==> config.mk <==
export PLATFORM = sky130hd
export DESIGN_NAME = dmem_responder
export DESIGN_NICKNAME = d
export VERILOG_FILES = /design/src/rtl/dmem_responder.sv
export SDC_FILE = /design/constraint.sdc
export NUM_CORES = 1
export LEC_CHECK = 0
export BUFFER_PORTS_ARGS = -buffer_cell sky130_fd_sc_hd__buf_2
export CAP_MARGIN = 20
export CORE_MARGIN = 8
export CORE_UTILIZATION = 40
export CTS_CLUSTER_DIAMETER = 50
export DETAILED_ROUTE_END_ITERATION = 16
export PLACE_DENSITY = 0.7
export SLEW_MARGIN = 20
export SYNTH_ARGS = -nofsm -noshare
export SYNTH_HDL_FRONTEND = slang
export SYNTH_SLANG_ARGS = --single-unit
==> constraint.sdc <==
create_clock -name DMR_IN_CLK -period 4 [get_ports DMR_IN_CLK]
set_clock_uncertainty 0.1 [all_clocks]
set_input_delay 0.4 -clock DMR_IN_CLK [delete_from_list [all_inputs] [get_ports DMR_IN_CLK]]
set_output_delay 0.4 -clock DMR_IN_CLK [all_outputs]
set_load 0.1 [all_outputs]
==> src/rtl/dmem_responder.sv <==
// ---------------------------------------------------------------------------
// dmem_responder
//   Word-addressed data memory on the responder side of the core's
//   load/store port. Loads are combinational and stores commit on the rising
//   clock edge. An asynchronous active-low reset clears the array, the error
//   record and the counters. Address checking keeps a sticky record of the
//   first bad access. A debug peek port reads the array with no side effects.
//
// Optional feature macro: DMEM_ACCESS_CNT_EN
//   When defined, the block keeps saturating counts of valid loads and
//   stores. When undefined, both count outputs are tied to zero.
//
// Ports:
//   DMR_IN_CLK        rising-edge clock
//   DMR_IN_RST_N      asynchronous active-low reset
//   DMR_IN_ADDR       byte address from the core
//   DMR_IN_W_DATA     store data
//   DMR_IN_MEMWRITE   store strobe
//   DMR_IN_MEMREAD    load strobe
//   DMR_OUT_R_DATA    load data (combinational)
//   DMR_IN_DBG_ADDR   word index for the peek port
//   DMR_OUT_DBG_DATA  array content at DBG_ADDR (combinational)
//   DMR_OUT_ERR       sticky error flag
//   DMR_OUT_ERR_CODE  first error: 01 misaligned, 10 out of range, 11 both strobes
//   DMR_OUT_ERR_ADDR  address of the first error
//   DMR_OUT_RD_CNT    completed valid loads
//   DMR_OUT_WR_CNT    completed valid stores
// ---------------------------------------------------------------------------
module dmem_responder #(
  parameter int unsigned R_g    = 8,
  parameter int unsigned C_g    = 32,
  parameter logic [31:0] BASE_g = 32'h1001_0000
) (
  input  logic                    DMR_IN_CLK,
  input  logic                    DMR_IN_RST_N,
  input  logic [31:0]             DMR_IN_ADDR,
  input  logic [C_g-1:0]          DMR_IN_W_DATA,
  input  logic                    DMR_IN_MEMWRITE,
  input  logic                    DMR_IN_MEMREAD,
  output logic [C_g-1:0]          DMR_OUT_R_DATA,
  input  logic [$clog2(R_g)-1:0]  DMR_IN_DBG_ADDR,
  output logic [C_g-1:0]          DMR_OUT_DBG_DATA,
  output logic                    DMR_OUT_ERR,
  output logic [1:0]              DMR_OUT_ERR_CODE,
  output logic [31:0]             DMR_OUT_ERR_ADDR,
  output logic [31:0]             DMR_OUT_RD_CNT,
  output logic [31:0]             DMR_OUT_WR_CNT
);

  localparam int unsigned AW = $clog2(R_g);

  logic [31:0]    offset_s;
  logic [AW-1:0]  index_s;
  logic           misaligned_s;
  logic           out_of_range_s;
  logic           valid_s;
  logic           both_s;
  logic           store_ok_s;
  logic           err_event_s;
  logic [1:0]     err_code_s;

  logic [C_g-1:0] mem_q [R_g];
  logic [C_g-1:0] mem_d [R_g];
  logic           err_q, err_d;
  logic [1:0]     err_code_q, err_code_d;
  logic [31:0]    err_addr_q, err_addr_d;

  // The offset wraps at 32 bits, so addresses below BASE_g land far out of
  // range rather than aliasing onto low words.
  assign offset_s       = DMR_IN_ADDR - BASE_g;
  assign index_s        = offset_s[AW+1:2];
  assign misaligned_s   = (offset_s[1:0] != 2'b00);
  assign out_of_range_s = (offset_s[31:AW+2] != {(32-AW-2){1'b0}});
  assign valid_s        = !misaligned_s && !out_of_range_s;
  assign both_s         = DMR_IN_MEMWRITE && DMR_IN_MEMREAD;
  assign store_ok_s     = DMR_IN_MEMWRITE && valid_s;
  assign err_event_s    = both_s || ((DMR_IN_MEMWRITE || DMR_IN_MEMREAD) && !valid_s);

  // Error classification: both strobes wins, then misaligned, then range.
  always_comb begin
    err_code_s = 2'b00;
    case ({both_s, misaligned_s})
      2'b10, 2'b11: err_code_s = 2'b11;
      2'b01:        err_code_s = 2'b01;
      2'b00:        err_code_s = 2'b10;
      default:      err_code_s = 2'b00;
    endcase
  end

  // Next-state for the array and the first-error record.
  always_comb begin
    mem_d      = mem_q;
    err_d      = err_q;
    err_code_d = err_code_q;
    err_addr_d = err_addr_q;
    if (store_ok_s) begin
      mem_d[index_s] = DMR_IN_W_DATA;
    end else begin
      mem_d = mem_q;
    end
    if (!err_q && err_event_s) begin
      err_d      = 1'b1;
      err_code_d = err_code_s;
      err_addr_d = DMR_IN_ADDR;
    end else begin
      err_d      = err_q;
    end
  end

  // Array and error-record state, cleared asynchronously by reset.
  always_ff @(posedge DMR_IN_CLK or negedge DMR_IN_RST_N) begin
    if (!DMR_IN_RST_N) begin
      for (int i = 0; i < int'(R_g); i++) begin
        mem_q[i] <= {C_g{1'b0}};
      end
      err_q      <= 1'b0;
      err_code_q <= 2'b00;
      err_addr_q <= 32'h0000_0000;
    end else begin
      mem_q      <= mem_d;
      err_q      <= err_d;
      err_code_q <= err_code_d;
      err_addr_q <= err_addr_d;
    end
  end

  // Load data returns the pre-store content even in a both-strobe cycle.
  always_comb begin
    DMR_OUT_R_DATA = {C_g{1'b0}};
    if (DMR_IN_RST_N && DMR_IN_MEMREAD && valid_s) begin
      DMR_OUT_R_DATA = mem_q[index_s];
    end else begin
      DMR_OUT_R_DATA = {C_g{1'b0}};
    end
  end

  // Peek port, forced to zero while reset is held.
  always_comb begin
    DMR_OUT_DBG_DATA = {C_g{1'b0}};
    if (DMR_IN_RST_N) begin
      DMR_OUT_DBG_DATA = mem_q[DMR_IN_DBG_ADDR];
    end else begin
      DMR_OUT_DBG_DATA = {C_g{1'b0}};
    end
  end

  assign DMR_OUT_ERR      = err_q;
  assign DMR_OUT_ERR_CODE = err_code_q;
  assign DMR_OUT_ERR_ADDR = err_addr_q;

`ifdef DMEM_ACCESS_CNT_EN
  logic        load_ok_s;
  logic [31:0] rd_cnt_q, rd_cnt_d;
  logic [31:0] wr_cnt_q, wr_cnt_d;

  // A both-strobe cycle never counts as a load.
  assign load_ok_s = DMR_IN_MEMREAD && !DMR_IN_MEMWRITE && valid_s;

  // Saturating counter next-state.
  always_comb begin
    rd_cnt_d = rd_cnt_q;
    wr_cnt_d = wr_cnt_q;
    if (load_ok_s && (rd_cnt_q != 32'hFFFF_FFFF)) begin
      rd_cnt_d = rd_cnt_q + 32'd1;
    end else begin
      rd_cnt_d = rd_cnt_q;
    end
    if (store_ok_s && (wr_cnt_q != 32'hFFFF_FFFF)) begin
      wr_cnt_d = wr_cnt_q + 32'd1;
    end else begin
      wr_cnt_d = wr_cnt_q;
    end
  end

  // Counter registers.
  always_ff @(posedge DMR_IN_CLK or negedge DMR_IN_RST_N) begin
    if (!DMR_IN_RST_N) begin
      rd_cnt_q <= 32'h0000_0000;
      wr_cnt_q <= 32'h0000_0000;
    end else begin
      rd_cnt_q <= rd_cnt_d;
      wr_cnt_q <= wr_cnt_d;
    end
  end

  assign DMR_OUT_RD_CNT = rd_cnt_q;
  assign DMR_OUT_WR_CNT = wr_cnt_q;
`else
  assign DMR_OUT_RD_CNT = 32'h0000_0000;
  assign DMR_OUT_WR_CNT = 32'h0000_0000;
`endif

endmodule

==> results of run 1 <==
metal layers:
layer	routed length, µm	vias to the layer above
met5	60	-
met4	1170	10
met3	3910	89
met2	22700	513
met1	19300	5777
li1	-	4669
kinds of logic after synthesis:
kind of cell	after synthesis	share of synthesized area [%]
xor+xnor	1	0.0554
other cells	1	0.0237
flops	291	46.1
simple gates	144	5.46
fa+ha+maj	1	0.0791
buf+inv	155	5.87
compound gates	156	7.39
mux	414	35.1
cells in the final DEF (no fill, tap or decap), types with 13 or more instances in the layout:
cell type / Yosys / routed
a21oi_1: 24 / 18
a22o_1: 25 / 25
buf_12: 0 / 39
buf_2: 4 / 133
buf_4: 79 / 40
clkbuf_16: 0 / 38
conb_1: 1 / 64
dfrtp_1: 291 / 291
mux2_1: 16 / 16
mux2_2: 270 / 270
mux2i_1: 45 / 45
mux4_2: 83 / 83
nand2_1: 32 / 32
nor2_1: 21 / 17
nor2b_1: 34 / 34
o21ai_0: 13 / 13
o221ai_1: 27 / 27
o22ai_1: 25 / 25
where the power goes:
group	switching (µW)	total, µW	internal (µW)
Combinational	761	924	163
Sequential	12.0	2980	2970
Clock	1320	3320	2000
path summary, 6_finish.rpt:
path                                               endpoint                              from  cells after the start
max in group asynchronous             mem_q[59]$_DFFE_PN0P_                      DMR_IN_RST_N                      3
max                                       DMR_OUT_R_DATA[5]                   DMR_IN_ADDR[19]                      9
min reg2reg                DMR_OUT_ERR_ADDR[24]$_DFFE_PN0P_  DMR_OUT_ERR_ADDR[24]$_DFFE_PN0P_                      1
min in group asynchronous            mem_q[176]$_DFFE_PN0P_                      DMR_IN_RST_N                      2
max reg2reg                DMR_OUT_ERR_ADDR[18]$_DFFE_PN0P_           DMR_OUT_ERR$_DFFE_PN0P_                      4
min                        DMR_OUT_ERR_ADDR[13]$_DFFE_PN0P_                   DMR_IN_ADDR[13]                      2
stage by stage:
| step | TNS (ns) | hold slack, ns | total power (µW) |
|---|---|---|---|
| after floorplan | -3.05 | 0.00441 | 3720 |
| after global placement | 0 | 0.203 | 3940 |
| after detailed placement | 0 | 0.205 | 3950 |
| after CTS | 0 | 0.0142 | 7280 |
| after global routing | 0 | 0.0240 | 7450 |
| final | 0 | 0.0366 | 7230 |
worst max-delay path, delay by kind of cell:
family,cells,cell delay (ns)
buffers and inverters,3,0.67
AOI/OAI and AO/OA,2,0.63
and+or+nand+nor,4,1.63
state kept, by name, summed over array words and instances, names as in the netlist:
name,flops
DMR_OUT_ERR,1
DMR_OUT_ERR_ADDR,32
DMR_OUT_ERR_CODE,2
mem_q,256
final cells by class:
cell class | count | area, µm²
well taps | 525 | 657
clock buffers | 44 | 1000
fillers | 3376 | 20300
flip-flops and latches | 291 | 7280
diodes | 1 | 2.50
repair buffers | 214 | 1770
clock inverters | 19 | 215
multi-input cells | 780 | 8070
inverters | 7 | 26.3
==> metrics.txt, run 1 <==
Fin. Hold Viols=0; number of core rows=73; WP data arrival=3.37 ns; Pleak=between 0.008 and 0.009 µW; flop and latch count out of synthesis=291; Seq/Total Area, Yosys=46.1%; DP HPWL=slightly above 30,000 µm; Final GP Congestion=0.933; critical path peak fanout=10; clk root buf=clkbuf_16; f_max=~0.26 GHz; final worst path period need=3.87 ns; DR iter-0 viols=956; number of global-route vias before repair=11,611; TritonCTS Sinks=about 290; Critical Path End Type=primary output; boundary pin count=roughly 230; # Max-Cap Violations=0; CP Cell Sequence=buf_2, or4_4, or4_4, a21boi_2, or2_2, o2111ai_4, buf_12, nor4_2, buf_12; status=completed; WL final=approximately 47,000 µm; routing usage on met3=5.20%; top post-synthesis cells by count=dfrtp_1, mux2_2, mux4_2; grt peak-use layer=met2; worst skew pair latency=0.53 ns; Hold Path Class=in2reg; CTS tree=built; Nets=1,404; Power Dens Cells=about 380 mW/mm²; worst path required time=3.50 ns; non-filler cells, final=1,881; mean post-synth cell area=13.6 µm²; placed insts=1,816; CTS H-tree lvls=2; Setup WS pre-CTS=0.130 ns; cell taking the most area after synthesis=dfrtp_1; CTS Hold Buffers Added=1; Mapped Area=0.0158 mm²; critical path type=in2out; RSZ-0062 raised after global routing=false; CORE AREA=0.0394 mm²; Remaining DRCs=0; EDFF count, synth=0; clock buffer depth=3; GR Layer Usage met1=between 20% and 30%; Layout Cell Area excl Fill=0.0190 mm²; Reg clk slew, reported paths=0.06 ns; grt total ovfl=0; Die Ht=between 200 and 250 µm; Tcrit/Tclk final=approximately 97%; Worst slew margin=38.4%; layout cells sized above 1=49.7%; Final setup viols=0; DRT Pass-1 Iters=5; post-route ant nets=0; total track usage=20.1%; Primary FF master, synth=dfrtp_1; Worst setup SP type=input pin; Max stage delay on crit path=0.55 ns; wire per inst=25.0 µm; first-pass GRT wire length=73,400 µm; Layout area overhead=20.4%; Worst Tran Pin Value=0.921 ns; die width=215 µm; antenna violations before repair=5; Vias/cell=about 6; Max VDD drop=between 0.3 and 0.4 mV; die area=0.0461 mm²; flop-to-flop setup slack=1.96 ns; largest net degree at the start of global routing=123; Layout Utilization=48.3%; initial core utilization=40.2%; total setup buffers inserted after CTS=0; final worst slack=0.126 ns; Netlist cell types=61; top post-synthesis cells by area=dfrtp_1, mux2_2, mux4_2; met2 Usage GRT=between 30% and 40%; ys async rst share=100%; post-synth top area share=46.1%; Pins Over Slew Limit=0; Post-DP Area=around 0.018 mm²; Ys Warns=0; most common cell in the netlist=dfrtp_1; post-CTS sizing=0; slowest stage cell on the critical path=or4_4; TritonCTS Buffers=38; vias=about 11,000; number of port buffers=between 150 and 200; Post-Syn Instances=1,163
Power figures use the tool's default switching activity.
==> inputs of run 2 (changes only) <==
--- a/config.mk
+++ b/config.mk
@@ -7,6 +7,7 @@
 export LEC_CHECK = 0
 export BUFFER_PORTS_ARGS = -buffer_cell sky130_fd_sc_hd__buf_2
 export CAP_MARGIN = 20
+export CORE_ASPECT_RATIO = 1.1
 export CORE_MARGIN = 8
 export CORE_UTILIZATION = 40
 export CTS_CLUSTER_DIAMETER = 50
==> run 2 against run 1 <==
  * Register-to-register slack better by 0.26 ns
  * Setup slack better by 0.26 ns
  * Via count is 0.23% lower
  * Largest power group unchanged
==> metrics.txt, run 2 (synthesized netlist as in run 1, its figures left out) <==
DR iter-0 viols=739; wire per inst=24.5 µm; number of global-route vias before repair=11,641; total track usage=19.5%; placed insts=between 1,500 and 2,000; slowest stage cell on the critical path=or4_4; DP HPWL=30,700 µm; Pins Over Slew Limit=0; Remaining DRCs=0; Worst setup SP type=input pin; CORE AREA=a little under 0.04 mm²; Max stage delay on crit path=0.56 ns; number of port buffers=169; critical path peak fanout=32; CP Cell Sequence=buf_2, or4_4, or4_4, a21boi_2, or2_2, o2111ai_4, buf_12, nor4_2, buf_12; CTS tree=built; Reg clk slew, reported paths=0.06 ns; antenna violations before repair=5; Layout Utilization=48.7%; critical path type=in2out; most flop-heavy register=mem_q; CTS H-tree lvls=2; Worst Tran Pin Value=0.678 ns; TritonCTS Buffers=36; Post-DP Area=between 0.015 and 0.02 mm²; Filler cells=roughly 3,300; Final setup viols=0; Vias/cell=slightly below 6; post-route ant nets=0; vias=~11,000; Max VDD drop=approximately 0.33 mV; die area=0.0461 mm²; worst path required time=3.50 ns; WP data arrival=3.12 ns; most common cell after layout, fill and taps aside=dfrtp_1; first-pass GRT wire length=between 70,000 and 80,000 µm; Layout area overhead=20.4%; largest net degree at the start of global routing=65; f_max=0.276 GHz; Hold Path Class=in2reg; Pleak=0.00891 µW; RSZ-0062 raised after global routing=false; TritonCTS Sinks=291; Tcrit/Tclk final=approximately 90%; Die Ht=about 220 µm; initial core utilization=40.4%; commonest cells after routing, fill and taps aside=dfrtp_1, mux2_2, buf_2; Power Dens Cells=roughly 370 mW/mm²; final worst path period need=3.62 ns; clock buffer depth=3; number of core rows=76; non-filler cells, final=1,870; DRT Pass-1 Iters=5; max FFs per register=256; Nets=between 1,000 and 1,500; Critical Path End Type=primary output; clk root buf=clkbuf_16; CP bufs+invs=3; # Max-Cap Violations=0; CP top delay family=simple AND/OR/NAND/NOR gates; WL final=45,900 µm; post-CTS sizing=0; worst skew pair latency=approximately 0.51 ns; status=completed; grt total ovfl=0; Final GP Congestion=0.852; boundary pin count=234; layout cells sized above 1=49.5%; Fin. Hold Viols=0; Layout Cell Area excl Fill=~0.019 mm²; final hold slack=0.0479 ns; total setup buffers inserted after CTS=0; die width=206 µm; Worst slew margin=a little over half
run 2: what timing repair did:
action                                 4_1_cts  5_1_grt
hold buffers                                 1        0
endpoints found under the hold margin       51        0
setup endpoints to repair                    0        0
run 2: path summary, 6_finish.rpt:
kind | from | endpoint | slack (ns) | cells after the start
max reg2reg | DMR_OUT_ERR$_DFFE_PN0P_ | DMR_OUT_ERR_ADDR[17]$_DFFE_PN0P_ | 2.22 | 5
min in group asynchronous | DMR_IN_RST_N | mem_q[174]$_DFFE_PN0P_ | 0.34 | 2
max | DMR_IN_ADDR[19] | DMR_OUT_R_DATA[5] | 0.38 | 9
min | DMR_IN_ADDR[27] | DMR_OUT_ERR_ADDR[27]$_DFFE_PN0P_ | 0.05 | 2
min reg2reg | DMR_OUT_ERR_ADDR[8]$_DFFE_PN0P_ | DMR_OUT_ERR_ADDR[8]$_DFFE_PN0P_ | 0.39 | 1
max in group asynchronous | DMR_IN_RST_N | mem_q[75]$_DFFE_PN0P_ | 2.20 | 4
run 2: final cells by class:
| type | count | area (µm²) | share of cell area (%) |
|---|---|---|---|
| multi-input combinational | 780 | 8070 | 42.4 |
| sequential | 291 | 7280 | 38.3 |
| timing repair buffer | 218 | 1850 | 9.75 |
| clock buffer | 50 | 1020 | 5.39 |
| tap | 507 | 634 | 3.33 |
| clock inverter | 13 | 121 | 0.638 |
| inverter | 7 | 26.3 | 0.138 |
| antenna | 4 | 10.0 | 0.0526 |
run 2: metal layers:
layer	vias to the layer above	wire length, µm	GRT usage (%)
li1	4698	-	-
met1	5732	17900	24.4
met2	493	22800	33.1
met3	104	3940	4.38
met4	6	1260	6.09
met5	-	38	0
run 2: report_power, final:
group          internal, µW  switching, µW  total (µW)
Combinational           167            751         918
Sequential             2970           11.1        2980
Clock                  1870           1270        3140
Total                  5000           2040        7040
run 2: stage by stage:
step	setup TNS [ns]	worst slack, ns	power (µW)
finish	0	0.383	7040
global route	0	0.217	7250
CTS	0	0.367	7080
detailed placement	0	0.374	3940
global placement	0	0.380	3940
floorplan	-3.05	-0.347	3720
